## config.mk

```make
export PLATFORM = sky130hd
export DESIGN_NAME = bottleneck_seq
export DESIGN_NICKNAME = d
export VERILOG_FILES = /design/src/rtl/bottleneck_seq.sv
export SDC_FILE = /design/constraint.sdc
export NUM_CORES = 1
export LEC_CHECK = 0
export CAP_MARGIN = 0
export CELL_PAD_IN_SITES_DETAIL_PLACEMENT = 2
export CELL_PAD_IN_SITES_GLOBAL_PLACEMENT = 2
export CORE_MARGIN = 2
export CORE_UTILIZATION = 23
export CTS_BUF_LIST = sky130_fd_sc_hd__clkbuf_4 sky130_fd_sc_hd__clkbuf_8
export CTS_CLUSTER_DIAMETER = 60
export DETAILED_ROUTE_END_ITERATION = 8
export GPL_TIMING_DRIVEN = 0
export PLACE_DENSITY = 0.95
export SYNTH_ARGS = -nofsm -noshare
export SYNTH_HDL_FRONTEND = slang
export SYNTH_SLANG_ARGS = --single-unit
```

## constraint.sdc

```tcl
create_clock -name clk_i -period 7 [get_ports clk_i]
set_clock_uncertainty 0.2 [all_clocks]
set_input_delay 1.4 -clock clk_i [delete_from_list [all_inputs] [get_ports clk_i]]
set_output_delay 1.4 -clock clk_i [all_outputs]
set_load 0.01 [all_outputs]
```

## src/rtl/bottleneck_seq.sv

```systemverilog
// Bridges a 64-bit master port onto a 16- or 32-bit slave port, splitting wide
// accesses into little-endian beats and assembling read data before the master ack.
//
// state | meaning
// IDLE  | no access partway through; the next slave beat is beat 0 (k = 0)
// BEAT  | multi-beat access partway through; k_q holds the next beat index (k > 0)
module bottleneck_seq #(
    parameter int SLAVE_WIDTH = 16,
    parameter int ADR_WIDTH   = 64
) (
    input  logic                              clk_i,
    input  logic                              reset_i,
    input  logic [ADR_WIDTH-1:0]              m_adr_i,
    input  logic                              m_cyc_i,
    input  logic [63:0]                       m_dat_i,
    input  logic                              m_signed_i,
    input  logic [1:0]                        m_siz_i,
    input  logic                              m_stb_i,
    input  logic                              m_we_i,
    output logic                              m_ack_o,
    output logic [63:0]                       m_dat_o,
    output logic [ADR_WIDTH-1:0]              s_adr_o,
    output logic                              s_cyc_o,
    output logic [SLAVE_WIDTH-1:0]            s_dat_o,
    output logic                              s_signed_o,
    output logic [$clog2(SLAVE_WIDTH/8)-1:0]  s_siz_o,
    output logic                              s_stb_o,
    output logic                              s_we_o,
    input  logic                              s_ack_i,
    input  logic [SLAVE_WIDTH-1:0]            s_dat_i
);
    localparam int BYTES_PER_BEAT = SLAVE_WIDTH / 8;
    localparam int BEAT_SIZ       = $clog2(BYTES_PER_BEAT);
    localparam int SIZ_W          = BEAT_SIZ;
    localparam int MAX_BEATS      = 64 / SLAVE_WIDTH;
    localparam int K_W            = $clog2(MAX_BEATS);

    typedef enum logic {IDLE, BEAT} state_t;

    state_t         state_q, state_d;
    logic [K_W-1:0] k_q, k_d, k_cur, last_k;
    logic [63:0]    h_q, h_d, assembled;
    logic           stb, beat_done;

    always_ff @(posedge clk_i) begin
        if (reset_i) begin
            state_q <= IDLE;
            k_q     <= '0;
            h_q     <= '0;
        end else begin
            state_q <= state_d;
            k_q     <= k_d;
            h_q     <= h_d;
        end
    end

    always_comb begin
        k_cur     = (state_q == BEAT) ? k_q : '0;
        stb       = m_stb_i & m_cyc_i & ~reset_i;
        beat_done = stb & s_ack_i;

        if (int'(m_siz_i) <= BEAT_SIZ) begin
            last_k = '0;
        end else begin
            last_k = K_W'((1 << (int'(m_siz_i) - BEAT_SIZ)) - 1);
        end

        k_d = k_cur;
        h_d = h_q;
        if (!(m_cyc_i && m_stb_i)) begin
            k_d = '0;
        end else if (beat_done) begin
            if (k_cur < last_k) begin
                for (int i = 0; i < MAX_BEATS; i++) begin
                    if (i == int'(k_cur)) begin
                        h_d[i*SLAVE_WIDTH +: SLAVE_WIDTH] = s_dat_i;
                    end
                end
                k_d = k_cur + K_W'(1);
            end else begin
                k_d = '0;
            end
        end
        state_d = (k_d == '0) ? IDLE : BEAT;
    end

    // The final slice comes straight from the slave so the ack adds no latency.
    always_comb begin
        assembled = h_q;
        s_dat_o   = m_dat_i[SLAVE_WIDTH-1:0];
        for (int i = 0; i < MAX_BEATS; i++) begin
            if (i == int'(k_cur)) begin
                assembled[i*SLAVE_WIDTH +: SLAVE_WIDTH] = s_dat_i;
                s_dat_o = m_dat_i[i*SLAVE_WIDTH +: SLAVE_WIDTH];
            end
        end

        case (m_siz_i)
            2'b00:   m_dat_o = {{56{m_signed_i & assembled[7]}},  assembled[7:0]};
            2'b01:   m_dat_o = {{48{m_signed_i & assembled[15]}}, assembled[15:0]};
            2'b10:   m_dat_o = {{32{m_signed_i & assembled[31]}}, assembled[31:0]};
            default: m_dat_o = assembled;
        endcase

        m_ack_o = beat_done & (k_cur == last_k);
        s_siz_o = (int'(m_siz_i) <= BEAT_SIZ) ? m_siz_i[SIZ_W-1:0] : SIZ_W'(BEAT_SIZ);
    end

    assign s_cyc_o    = m_cyc_i & ~reset_i;
    assign s_stb_o    = stb;
    assign s_signed_o = m_signed_i;
    assign s_we_o     = m_we_i;
    assign s_adr_o    = m_adr_i + (ADR_WIDTH'(k_cur) << BEAT_SIZ);

endmodule

```

==> metrics.sh <==
OUTCOME='completed'
SLOWEST_STAGE='sky130_fd_sc_hd__clkdlybuf4s50_1'
PLACEMENT_ROWS=57
ANTENNADIODECOUNT=0
CTS-BUFFERS-INSERTED=9
CLOCK_PATH_BUFFERS=2
SW_FRAC_OF_TOTAL=0.312
STATIC_LEAKAGE_nW=3.42
ENDPOINT='s_adr_o[59]'
VDD_IR_DROP_MAX_V=0.0000892
DRT_ITER0_MARKERS=232
R2R.WORST_PATH.CELLS=9
WORST-SETUP-PATH-TYPE='primary input to output pin'
CLK-INSERTION-DELAY-LATE_PS=370
DRC_ERRORS=0
FINISH.NET_COUNT=1183
POSTSYNTHAREAPERCELL_UM2=7.84
GLOBAL_ROUTE.USAGE.MET2=0.437
FIRST_GLOBAL_VIAS=7620
FP.DIEAREA_UM2=25600
ASYNC_FLOP_SHARE=0
SYN_AREA_UM2=5610
TIMING.CRITICAL_PATH.FROM='m_adr_i[1]'
WORST-PATH-BUF-INV=3
DRIVE_ABOVE_1_SHARE=0.0874
DIEWIDTH_UM=160
POWER_FRAC_CLOCK=0.302
GRT_UTIL_MET1=0.252
SYNTHFLOPTYPE='sky130_fd_sc_hd__dfxtp_1'
AREA_DELTA_SYNTH_FINAL_PCT=63.8
SYNTHESIS.NETS=873
SYNTH.LARGEST_AREA_CELL='sky130_fd_sc_hd__dfxtp_1'
TOTALPOWERFINAL_mW=1.02
DIE_HEIGHT_UM=160
FIN_TNS_SETUP_PS=0
DPL-INSTANCE-AREA_UM2=9000
SYNTH_AREA_LEADERS='sky130_fd_sc_hd__dfxtp_1 24%, sky130_fd_sc_hd__mux2i_1 21%, sky130_fd_sc_hd__nor2_1 6.9%, sky130_fd_sc_hd__xor2_1 6.2%, sky130_fd_sc_hd__nand2_1 6.0%'
SYNTH_MUX_AREA_FRAC=0.265
START_UTIL=0.233
PWR-SHARE-SEQ=0.378
CRITPATHMAXFANOUT=10
ROUTED_LEN_INST_UM=21.8
P_INT_uW=699
GLOBAL_ROUTE.OVERFLOW_TOTAL=0
DRT_PASS1_ITERATIONS=4
SYNTH.YOSYS.SEQ_AREA_SHARE=0.239
FINALWEIGHTEDCONGESTION=0.858
TIMING.FINAL.SETUP_VIOLATIONS=0
SYNTH_SIMPLE_GATE_AREA_SHARE=0.247
CTS_ROOT_BUF='sky130_fd_sc_hd__clkbuf_8'
WP_DEPTH=10
FINALHOLDWORSTSLACK_PS=310
POST_SYNTH_EDFFS=0
YS_SEQ_ELEMENTS=67
HOLDBUFCOUNTCTS=0
WORST_R2R_ENDPOINT='h_q[30]'
FINAL.FILL_COUNT=2761
GRT_UTIL_ALL_LAYERS=0.224
TIMING.SLEW.HEADROOM=0.419
GRT_PASS1_WL_UM=45200
POWER.DENSITY_CELL_AREA_nW_PER_UM2=111
TIMING.HOLD.WORST.CLASS='flop to flop'
ANTENNA_FOUND_INITIAL=0
CRITICAL_PATH.TOP_DELAY_FAMILY='buffers and inverters'
POWER.COMBINATIONAL.FRACTION=0.321
RSZ0062_AT_GRT='no'
COUNT_OF_PINS_ON_THE_BLOCK_BOUNDARY=303
MIN_PERIOD_OVER_PERIOD=0.859
CORE_REGION_AREA_UM2=24100
GRT.MET3_USAGE=0.0390
CP.ARRIVAL_PS=4410
GRT_START_MAX_NET_PINS=13
VIAS_AFTER_DETAILED_ROUTING=6619
POST_DRT_VIA_CELL_RATIO=4.89
TIGHTESTPINTRANSITION_PS=871
POSTSYNTHCELLCOUNT=715
CRITICAL_PATH.ENDPOINT_TYPE='output pin'
WORST_R2R_STARTPOINT='state_q'
CTS-RESIZED-GATES=0
H-TREE-DEPTH=3
CLOCK.FMAX_MHz=166
YOSYS.AREA.TOP_TYPE_SHARE=0.239
CLKSINKCOUNT=67
POWER_SWITCHING_uW=316
ANT_NETS=0
ROUTED_WIRELENGTH_UM=29600
LAYOUT_MIN_CYCLE_TIME_PS=6010
MAIN_COMBINATIONAL_CELL_FAMILY_BY_AREA_AFTER_SYNTHESIS='multiplexers'
MOST_FREQUENT_STANDARD_CELL_IN_THE_LAYOUT_EXCLUDING_FILL_AND_TAP_CELLS='sky130_fd_sc_hd__clkdlybuf4s50_1'
MOSTFREQUENTLAYOUTCELLS='299 x sky130_fd_sc_hd__clkdlybuf4s50_1, 119 x sky130_fd_sc_hd__mux2i_1, 103 x sky130_fd_sc_hd__nor2_1'
CP_CELL_SEQUENCE='clkdlybuf4s50_1, ha_1, ha_1, a31oi_1, nor4_4, nand4b_4, buf_6, nor3_2, xor2_1, clkdlybuf4s50_1'
POSTLAYOUTCELLAREA_UM2=9180
START_KIND='primary input'
FINAL-SEQ-AREA_UM2=1340
BUSIEST_LAYER='met2'
CLK_TRANSITION_REPORTED_PATHS_PS=80
CTS_TREE='done'
PORT_BUFFERS=299
TIMING.FINAL.MAX_SLEW_VIOLATIONS=0
ARITHMETIC_CELL_SHARE_OF_THE_SYNTHESIZED_AREA_COUNTING_FULL_ADDERS_HALF_ADDERS_AND_MAJORITY_GATES=0.0132
FINAL-HOLD-VIOLATION-COUNT=0
WORST_PATH_LARGEST_CELL_DELAY_PS=580
COUNT_OF_MAX_CAP_CONSTRAINT_VIOLATIONS=0
NETLIST-CELL-TYPE-COUNT=47
DETAILED_PLACE_HPWL_UM=23700
FINAL.SETUP.WORST_SLACK_PS=987
CRITICAL_PATH_REQUIRED_PS=5400
TIMING.REG2REG.SETUP_SLACK_PS=4270
MULTI_INPUT_GATE_AREA_UM2=3920
SYNTH_COMPOUND_AREA_FRAC=0.0768
POST-CTS-SETUP-BUFFERS=0
SYNTHESIS.YOSYS.WARNINGS=0
YOSYS.AREA_SHARE.XOR_XNOR=0.0984
DP_SLACK_PS=925
[metrics by stage]
step                       util  cells
after floorplan               -    715
after global placement    0.374   1338
after detailed placement  0.374   1338
after CTS                 0.381   1354
after global routing      0.381   1354
final                     0.381   1354
[worst register-to-register path: stages, from the launching register on]
cell	delay (ps)
sky130_fd_sc_hd__dfxtp_1	450
sky130_fd_sc_hd__nand2_1	210
sky130_fd_sc_hd__inv_1	180
sky130_fd_sc_hd__ha_1	160
sky130_fd_sc_hd__clkbuf_1	320
sky130_fd_sc_hd__and3_1	210
sky130_fd_sc_hd__buf_2	250
sky130_fd_sc_hd__buf_6	220
sky130_fd_sc_hd__mux2i_1	310
sky130_fd_sc_hd__nor2_1	80
[state kept, by name, summed over array words and instances, names as in the netlist]
signal,cells
k_q,2
state_q,1
h_q,64
[metal layers]
metal	vias to the layer above	wire [um]	part of all wire
li1	3073	-	-
met1	3289	12000	0.40
met2	227	15700	0.53
met3	30	1500	0.051
met4	0	405	0.014
met5	-	0	0
[power by group through the flow]
stage / Clock [mW] / Combinational (mW) / Sequential, mW
global placement: 0 / 0.314 / 0.392
CTS: 0.310 / 0.327 / 0.383
floorplan: 0 / 0.0925 / 0.392
global route: 0.330 / 0.344 / 0.383
finish: 0.306 / 0.325 / 0.383
detailed placement: 0 / 0.324 / 0.392
[how the worst min path moves through the flow]
stage / from / to / slack (ps) / depth (start not counted)
6_report: h_q[0] / h_q[0] / 310 / 2
5_1_grt: h_q[19] / h_q[19] / 340 / 2
4_1_cts: h_q[19] / h_q[19] / 320 / 2
3_5_place_dp: h_q[26] / h_q[26] / 290 / 2
3_3_place_gp: h_q[16] / h_q[16] / 270 / 2
2_1_floorplan: h_q[7] / h_q[7] / 240 / 2
[cells by family (layout without fill, tap and decap cells)]
| logic type | after synthesis | in the layout |
|---|---|---|
| flip-flops | 67 | 67 |
| AND/OR/NAND/NOR | 285 | 285 |
| AO/OA/AOI/OAI | 82 | 82 |
| XOR/XNOR | 63 | 63 |
| buffers and inverters | 68 | 383 |
| adder cells (fa/ha/maj) | 6 | 6 |
| multiplexers | 144 | 144 |
[synthesized netlist by cell type (3+ instances only)]
cell / instances
sky130_fd_sc_hd__ha_1: 5
sky130_fd_sc_hd__buf_6: 3
sky130_fd_sc_hd__buf_4: 13
sky130_fd_sc_hd__inv_1: 10
sky130_fd_sc_hd__nand3_1: 16
sky130_fd_sc_hd__and2_1: 3
sky130_fd_sc_hd__nor3_1: 14
sky130_fd_sc_hd__o21ai_0: 56
sky130_fd_sc_hd__clkbuf_1: 27
sky130_fd_sc_hd__nor2_1: 103
sky130_fd_sc_hd__mux2_2: 24
sky130_fd_sc_hd__nor2b_1: 3
sky130_fd_sc_hd__nor4_1: 4
sky130_fd_sc_hd__dfxtp_1: 67
sky130_fd_sc_hd__a21oi_1: 20
sky130_fd_sc_hd__nand4_1: 14
sky130_fd_sc_hd__buf_2: 12
sky130_fd_sc_hd__nand2_1: 89
sky130_fd_sc_hd__nor4b_2: 3
sky130_fd_sc_hd__mux2i_1: 119
sky130_fd_sc_hd__xor2_1: 40
sky130_fd_sc_hd__nor3_2: 6
sky130_fd_sc_hd__and4_1: 4
sky130_fd_sc_hd__and3_1: 13
sky130_fd_sc_hd__xnor2_1: 23
[cell type report]
cell class	instances	area share
buffer	57	0.0327
sequential	67	0.146
multi-input combinational	580	0.427
inverter	11	0.00450
tap	324	0.0441
clock buffer	10	0.0150
timing repair buffer	299	0.326
clock inverter	6	0.00450
Power figures use the tool's default switching activity.
